## src/rtl/pixel_fmt_pkg.sv

```systemverilog
// Shared encodings for the pixel unpacker: input formats, pixel lengths and
// byte-index FSM states.
package pixel_fmt_pkg;

    localparam logic [1:0] MODE_RGB565 = 2'd0;
    localparam logic [1:0] MODE_RGB555 = 2'd1;
    localparam logic [1:0] MODE_RGB888 = 2'd2;

    localparam int BYTES_RGB16  = 2;
    localparam int BYTES_RGB888 = 3;

    typedef enum logic [1:0] {
        FMT_565 = 2'd0,
        FMT_555 = 2'd1,
        FMT_888 = 2'd2
    } fmt_t;

    typedef enum logic [1:0] {
        B0 = 2'd0,
        B1 = 2'd1,
        B2 = 2'd2
    } byte_idx_t;

    // The reserved encoding falls back to RGB565.
    function automatic fmt_t decode_mode(input logic [1:0] mode);
        case (mode)
            MODE_RGB555: return FMT_555;
            MODE_RGB888: return FMT_888;
            default:     return FMT_565;
        endcase
    endfunction

    function automatic byte_idx_t last_byte(input fmt_t fmt);
        if (fmt == FMT_888)
            return byte_idx_t'(2'(BYTES_RGB888 - 1));
        return byte_idx_t'(2'(BYTES_RGB16 - 1));
    endfunction

endpackage

```

## src/rtl/channel_expand.sv

```systemverilog
// Widens or narrows one colour field to OUT_BITS. Purely combinational.
module channel_expand #(
    parameter int SRC_BITS   = 5,
    parameter int OUT_BITS   = 6,
    parameter int EXPAND_MSB = 0
) (
    input  logic [SRC_BITS-1:0] src,
    output logic [OUT_BITS-1:0] dst
);

    generate
        if (OUT_BITS <= SRC_BITS) begin : g_trunc
            assign dst = src[SRC_BITS-1 -: OUT_BITS];
        end else if (EXPAND_MSB == 0) begin : g_lsb_rep
            assign dst = {src, {(OUT_BITS - SRC_BITS){src[0]}}};
        end else begin : g_msb_rep
            // Source pattern repeated from the top, cut off at OUT_BITS.
            always_comb begin
                dst = '0;
                for (int i = 0; i < OUT_BITS; i++)
                    dst[OUT_BITS-1-i] = src[SRC_BITS-1-(i % SRC_BITS)];
            end
        end
    endgenerate

endmodule

```

## src/rtl/pixel_unpacker.sv

```systemverilog
// Assembles RGB565/RGB555/RGB888 pixels from a byte stream and presents
// one registered pixel per valid/ready handshake.
//
// state | meaning
// B0    | waiting for byte 0 (format sampled here)
// B1    | byte 0 held; byte 1 completes 2-byte formats
// B2    | bytes 0,1 held; byte 2 completes RGB888
module pixel_unpacker
    import pixel_fmt_pkg::*;
#(
    parameter int OUT_BITS   = 6,
    parameter int BIG_ENDIAN = 1,
    parameter int EXPAND_MSB = 0,
    parameter int COUNT_BITS = 16
) (
    input  logic                  clk,
    input  logic                  reset_n,
    input  logic [1:0]            mode,
    input  logic                  resync,
    input  logic [7:0]            in_data,
    input  logic                  in_valid,
    output logic                  in_ready,
    output logic [OUT_BITS-1:0]   red,
    output logic [OUT_BITS-1:0]   green,
    output logic [OUT_BITS-1:0]   blue,
    output logic                  out_valid,
    input  logic                  out_ready,
    output logic [COUNT_BITS-1:0] pixel_count
);

    byte_idx_t state, state_next, pos;
    fmt_t      fmt_q, cur_fmt;
    logic      accept, complete, take;
    logic [7:0] byte0_q, byte1_q;

    always_ff @(posedge clk) begin
        if (!reset_n)
            state <= B0;
        else
            state <= state_next;
    end

    always_comb begin
        state_next = state;
        if (accept) begin
            if (complete)
                state_next = B0;
            else if (pos == B0)
                state_next = B1;
            else
                state_next = B2;
        end else if (resync) begin
            state_next = B0;
        end
    end

    // resync makes the current byte position 0 combinationally so that a
    // byte arriving alongside it is taken as byte 0.
    always_comb begin
        in_ready = !(out_valid && !out_ready);
        pos      = resync ? B0 : state;
        cur_fmt  = (pos == B0) ? decode_mode(mode) : fmt_q;
        accept   = in_valid && in_ready;
        complete = accept && (pos != B0) && (pos == last_byte(cur_fmt));
        take     = out_valid && out_ready;
    end

    always_ff @(posedge clk) begin
        if (!reset_n) begin
            byte0_q <= '0;
            byte1_q <= '0;
            fmt_q   <= FMT_565;
        end else if (accept) begin
            case (pos)
                B0: begin
                    byte0_q <= in_data;
                    byte1_q <= '0;
                    fmt_q   <= decode_mode(mode);
                end
                B1:      byte1_q <= in_data;
                default: ;
            endcase
        end else if (resync) begin
            byte0_q <= '0;
            byte1_q <= '0;
        end
    end

    logic [15:0] word;
    assign word = (BIG_ENDIAN != 0) ? {byte0_q, in_data} : {in_data, byte0_q};

    logic [OUT_BITS-1:0] r565, r555, g565, g555, b16, r888, g888, b888;

    channel_expand #(.SRC_BITS(5), .OUT_BITS(OUT_BITS), .EXPAND_MSB(EXPAND_MSB))
        u_r565 (.src(word[15:11]), .dst(r565));
    channel_expand #(.SRC_BITS(5), .OUT_BITS(OUT_BITS), .EXPAND_MSB(EXPAND_MSB))
        u_r555 (.src(word[14:10]), .dst(r555));
    channel_expand #(.SRC_BITS(6), .OUT_BITS(OUT_BITS), .EXPAND_MSB(EXPAND_MSB))
        u_g565 (.src(word[10:5]), .dst(g565));
    channel_expand #(.SRC_BITS(5), .OUT_BITS(OUT_BITS), .EXPAND_MSB(EXPAND_MSB))
        u_g555 (.src(word[9:5]), .dst(g555));
    channel_expand #(.SRC_BITS(5), .OUT_BITS(OUT_BITS), .EXPAND_MSB(EXPAND_MSB))
        u_b16 (.src(word[4:0]), .dst(b16));
    channel_expand #(.SRC_BITS(8), .OUT_BITS(OUT_BITS), .EXPAND_MSB(EXPAND_MSB))
        u_r888 (.src(byte0_q), .dst(r888));
    channel_expand #(.SRC_BITS(8), .OUT_BITS(OUT_BITS), .EXPAND_MSB(EXPAND_MSB))
        u_g888 (.src(byte1_q), .dst(g888));
    channel_expand #(.SRC_BITS(8), .OUT_BITS(OUT_BITS), .EXPAND_MSB(EXPAND_MSB))
        u_b888 (.src(in_data), .dst(b888));

    logic [OUT_BITS-1:0] red_next, green_next, blue_next;

    always_comb begin
        red_next   = r565;
        green_next = g565;
        blue_next  = b16;
        case (cur_fmt)
            FMT_555: begin
                red_next   = r555;
                green_next = g555;
            end
            FMT_888: begin
                red_next   = r888;
                green_next = g888;
                blue_next  = b888;
            end
            default: ;
        endcase
    end

    // A completion in the same cycle as a handshake replaces the old pixel.
    always_ff @(posedge clk) begin
        if (!reset_n) begin
            red         <= '0;
            green       <= '0;
            blue        <= '0;
            out_valid   <= 1'b0;
            pixel_count <= '0;
        end else begin
            if (complete) begin
                red       <= red_next;
                green     <= green_next;
                blue      <= blue_next;
                out_valid <= 1'b1;
            end else if (take) begin
                out_valid <= 1'b0;
            end
            if (take)
                pixel_count <= pixel_count + COUNT_BITS'(1);
        end
    end

endmodule

```

## config.mk

```make
export PLATFORM = sky130hd
export DESIGN_NAME = pixel_unpacker
export DESIGN_NICKNAME = d
export VERILOG_FILES = /design/src/rtl/pixel_fmt_pkg.sv /design/src/rtl/channel_expand.sv /design/src/rtl/pixel_unpacker.sv
export SDC_FILE = /design/constraint.sdc
export NUM_CORES = 1
export LEC_CHECK = 0
export BUFFER_PORTS_ARGS = -buffer_cell sky130_fd_sc_hd__buf_2
export CAP_MARGIN = 20
export CORE_MARGIN = 2
export CORE_UTILIZATION = 41
export DETAILED_ROUTE_END_ITERATION = 7
export PLACE_DENSITY = 0.68
export SETUP_SLACK_MARGIN = 0.15
export SYNTH_ARGS = -nofsm -noshare
export SYNTH_HDL_FRONTEND = slang
export SYNTH_HIERARCHICAL = 1
export SYNTH_SLANG_ARGS = --single-unit
```

## constraint.sdc

```tcl
create_clock -name clk -period 6.7 [get_ports clk]
set_input_delay 0.67 -clock clk [delete_from_list [all_inputs] [get_ports clk]]
set_output_delay 0.67 -clock clk [all_outputs]
set_load 0.1 [all_outputs]
```

# --- Yosys cells after proc, flatten, opt, wreduce, memory -nomap -nowiden ---
# Index checks and enable logic that the tools add are counted.
totals:
  register_bits: 55
  inputBits: 15
  output_inout_bits: 36
  elab_cells: 50
op_classes:
  addsub: 1
  eq_ne: 8
  mux: 19
  reduce_logical: 13
ops:
  columns: ["op", "n"]
  rows:
  - ["two-way mux 8 bit", 4]
  - ["one-hot mux 6 bit (2 select lines)", 2]
  - ["adder 16 x 1 -> 16 bit (second input constant)", 1]
  - ["one-hot mux 8 bit (2 select lines)", 1]
  - ["two-way mux 2 bit", 7]
  - ["equality test 2 x 1 -> 1 bit (second input constant)", 3]
  - ["two-way mux 6 bit", 1]
  - ["nonzero test 2 bit", 3]
  - ["logical AND 1 bit", 5]
  - ["equality test 2 bit (second input constant)", 2]
  - ["one-hot mux 2 bit (2 select lines)", 1]
  - ["AND reduction 2 bit", 2]
  - ["two-way mux 1 bit", 3]
  - ["inequality test 3 x 1 -> 1 bit (second input constant)", 1]
  - ["equality test 2 bit", 1]
  - ["zero test 1 bit", 2]
  - ["zero test 2 bit", 1]
  - ["inequality test 2 x 1 -> 1 bit (second input constant)", 1]

# --- Logic depth before layout (Yosys ltp) ---
depth:
  depth_word: 10
  depth_mapped: 13
  depth_no_buf: 8

# --- Hierarchy ---
# Netlist, hierarchy kept.
modules_own_cells:
  columns: ["module", "instances", "cells_each", "area_per_inst_um2", "seq_area_each_um2"]
  rows:
  - ["pixel_unpacker", 1, 302, 2687.6, 1101.1]
  - ["channel_expand", 8, 6, 45.0, 0.0]

# --- Least setup slack after synthesis ---
# OpenSTA, ideal clock, no wires.
synth_timing:
  kind: "in2reg"
  startpoint: "input resync"
  endpoint: "register out_valid"
  t_arrival_ps: 2700
  required_ps: 6585
  slack_ps: 3885
  cell_stages: 13
  n_path_buf: 5
  path_cell_list: "clkbuf_2 > o21bai_1 > mux2i_1 > inv_1 > ha_1 > buf_6 > xor2_1 > a31o_1 > buf_6 > and2_1 > buf_6 > buf_6 > o21a_1"
synth_between:
  elab_chain_len: 9
  word_cells_on_any_way: 12
synth_lines:
  columns: ["item", "line", "source"]
  rows:
  - ["start: declaration", "pixel_unpacker.sv:19", "input logic resync,"]
  - ["two-way mux 2 bit *", null, null]
  - ["zero test 2 bit *", "pixel_unpacker.sv:62", "cur_fmt = (pos == B0) ? decode_mode(mode) : fmt_q;"]
  - ["two-way mux 2 bit *", null, null]
  - ["named net cur_fmt[1]", "pixel_unpacker.sv:32", "fmt_t fmt_q, cur_fmt;"]
  - ["equality test 2 bit *", "pixel_fmt_pkg.sv:34", "if (fmt == FMT_888)"]
  - ["two-way mux 1 bit *", "pixel_fmt_pkg.sv:34", null]
  - ["two-way mux 2 bit *", "pixel_fmt_pkg.sv:36", "return byte_idx_t'(2'(BYTES_RGB16 - 1));"]
  - ["equality test 2 bit *", "pixel_unpacker.sv:64", "complete = accept && (pos != B0) && (pos == last_byte(cur_fmt));"]
  - ["logical AND 1 bit *", "pixel_unpacker.sv:64", null]
  - ["two-way mux 1 bit or nonzero test 2 bit (tied branches)", null, null]
  - ["end signal: assignment", "pixel_unpacker.sv:137", "out_valid <= 1'b0;"]
  - ["end signal: assignment", "pixel_unpacker.sv:144", "out_valid <= 1'b1;"]
  - ["end signal: assignment", "pixel_unpacker.sv:146", "out_valid <= 1'b0;"]
  - ["end: declaration", "pixel_unpacker.sv:26", "output logic out_valid,"]
# The timed path passes the listed nets; every way through them passes the cells marked *.
# A chain may end at the register's enable or synchronous reset.

# --- Worst setup path after layout ---
layout_timing:
  startpoint: "input resync"
  endpoint: "register green[1]"
layout_between:
  elab_chain_len: 8
  word_cells_on_any_way: 12
layout_lines:
  columns: ["item", "line", "source"]
  rows:
  - ["two-way mux 2 bit *", null, null]
  - ["zero test 2 bit *", "pixel_unpacker.sv:62", null]
  - ["two-way mux 2 bit *", null, null]
  - ["named net cur_fmt[1]", "pixel_unpacker.sv:32", null]
  - ["equality test 2 bit", "pixel_fmt_pkg.sv:34, pixel_unpacker.sv:117", null]
  - ["two-way mux 1 bit", "pixel_fmt_pkg.sv:34", null]
  - ["two-way mux 2 bit", "pixel_fmt_pkg.sv:36", null]
  - ["equality test 2 bit", "pixel_unpacker.sv:64", null]
  - ["logical AND 1 bit", "pixel_unpacker.sv:64", null]
  - ["end signal: assignment", "pixel_unpacker.sv:142", "green <= green_next;"]
  - ["end: declaration", "pixel_unpacker.sv:24", "output logic [OUT_BITS-1:0] green,"]
# Marked as above.

==> impl_metrics.tcl <==
set metrics [dict create \
    path_class "in2reg" \
    final.setup.tns_ns 0 \
    setup_viol 0 \
    drtPass1Iterations 4 \
    htreeDepth 2 \
    core_region_area_mm2 0.00714 \
    cts_hold_buf 0 \
    min_period_over_period_pct 48.8 \
    grtUsageMet2_pct 23.9 \
    numPortBuffers 50 \
    fillers 750 \
    startpoint "resync" \
    endpoint "green[1]" \
    design.die.area_mm2 0.00797 \
    peakVddDrop_uv 85.0 \
    synth_area_mm2 0.00298 \
    grt-ovfl-total 0 \
    rsz0062_at_grt "no" \
    fp.dieW_um 89.3 \
    crit_path_end_kind "flip-flop" \
    path_clk_slew_ns 0.09 \
    drive_gt1_share_pct 19.0 \
    required_ns 6.87 \
    grt_pass1_vias 1961 \
    tritoncts "yes" \
    areaGrowthSynthToFinish_pct -0.588 \
    regToRegSetupSlack_ns 3.50 \
    whs_ns 0.449 \
    grtUsageMet3_pct 3.23 \
    power_w 0.000582 \
    cts_resized 0 \
    synth_nets 363 \
    io-pin-count 51 \
    grt_pass1_wl_mm 9.58 \
    ant_nets 0 \
    avgViaCountPerCell 5.16 \
    final_nets 350 \
    worstSetupStartpointType "primary input" \
    grt.total_usage_pct 15.4 \
    clock_skew_ns 0.0149 \
    slew_headroom_pct 30.2 \
    drtIter0Drc 133 \
    initial_core_util_pct 41.8 \
    hold_class "reg2reg" \
    worst_slew_pin_slew_ns 1.05 \
    hold_violations 0 \
    clockRootBuffer "clkbuf_8" \
    clock-sinks 53 \
    dp_hpwl_mm 4.25 \
    drt-total-wl_mm 5.90 \
    fmax_ghz 0.306 \
    syn_inst 344 \
    worst-r2r-cell-count 8 \
    syn_area_per_cell_um2 8.66 \
    arrival_ns 3.44 \
    vias 2222 \
    power_leakage_nw 1.26 \
    busiest_layer "met2" \
    cts_setup_buffers 0 \
    r2r-end "green[1]" \
    post-route-min-period_ns 3.27 \
    p_per_area_mw_per_mm2 197 \
    clk_latency_ns 0.31 \
    clock_path_buffers 2 \
    gp_congestion 0.836 \
    ys_warn_count 6 \
    die_h_um 89.3 \
    cts_buffers 5 \
    antenna_found_initial 0 \
    use_met1_pct 21.0 \
    drv_slew 0 \
    route.detailed.drc 0 \
    grt_max_degree 70 \
    wl_per_cell_um 13.7 \
    worstPathMaxFanout 19 \
    diodes 0 \
    r2r-start "state[0]" \
    status "complete, no violations" \
    num_rows 31 \
    cap_viol_max_count 0 \
]
critical path, cell delays in order:
cell and delay [ns]:
buf_2 0.17, o21bai_1 0.20, mux2i_1 0.28, inv_1 0.09
ha_1 0.37, nor4b_1 0.36, a31o_1 0.51, and2_1 0.60
o21ai_0 0.18
flip-flops by register name, summed over array words and instances (netlist names):
name         count
blue             6
byte0_q          8
byte1_q          6
fmt_q            2
green            6
out_valid        1
pixel_count     16
red              6
state            2
cells in the final DEF, fill, tap and decap left out, drive strengths merged:
| cell type | count |
|---|---|
| a21boi | 6 |
| a21oi | 2 |
| a22oi | 22 |
| a31o | 2 |
| a31oi | 1 |
| a41oi | 1 |
| and2 | 12 |
| and3 | 3 |
| and4 | 4 |
| buf | 50 |
| clkbuf | 6 |
| clkinv | 1 |
| dfxtp | 53 |
| ha | 4 |
| inv | 6 |
| mux2i | 14 |
| nand2 | 38 |
| nand2b | 4 |
| nand3 | 17 |
| nand4 | 16 |
| nor2b | 17 |
| nor3 | 2 |
| nor3b | 2 |
| nor4b | 2 |
| o2111a | 1 |
| o211a | 6 |
| o21a | 1 |
| o21ai | 25 |
| o21bai | 1 |
| o32a | 1 |
| or3 | 1 |
| xnor2 | 7 |
| xor2 | 4 |
metrics by stage:
| stage | std cells | utilization, % | area, um2 | worst slack (ns) |
|---|---|---|---|---|
| 2_1_floorplan | 344 | - | 2980 | 3.89 |
| 3_3_place_gp | 423 | 40.3 | 2880 | 3.24 |
| 3_5_place_dp | 423 | 40.3 | 2880 | 3.12 |
| 4_1_cts | 431 | 41.5 | 2960 | 3.46 |
| 5_1_grt | 431 | 41.5 | 2960 | 3.09 |
| 6_report | 431 | 41.5 | 2960 | 3.43 |
power breakdown:
group	internal [W]	switching, W
logic	0.0000232	0.0000550
registers	0.000321	0.00000518
clock network	0.0000746	0.000103
routing by layer:
layer / part of all wire (%) / vias up
li1: - / 1129
met4: 0.71 / 0
met5: 0 / -
met2: 45 / 52
met1: 49 / 1037
met3: 5.2 / 4
worst min path at each step:
| stage | startpoint | end | slack, ns | cells past startpoint |
|---|---|---|---|---|
| after floorplan | byte1_q[4] | byte1_q[4] | 0.44 | 2 |
| after global placement | green[4] | green[4] | 0.44 | 2 |
| after detailed placement | red[1] | red[1] | 0.44 | 2 |
| after CTS | red[1] | red[1] | 0.46 | 2 |
| after global routing | green[3] | green[3] | 0.47 | 2 |
| final | red[2] | red[2] | 0.45 | 2 |
area by class of cell:
| type | instances | area, um2 | share of cell area, % |
|---|---|---|---|
| flip-flops and latches | 53 | 1060 | 35.8 |
| repair buffers | 50 | 250 | 8.45 |
| well taps | 99 | 124 | 4.18 |
| clock inverters | 2 | 13.8 | 0.465 |
| inverters | 5 | 18.8 | 0.633 |
| clock buffers | 6 | 72.6 | 2.45 |
| multi-input cells | 216 | 1420 | 48.0 |
Note: power is estimated with default switching activity, not from simulation.
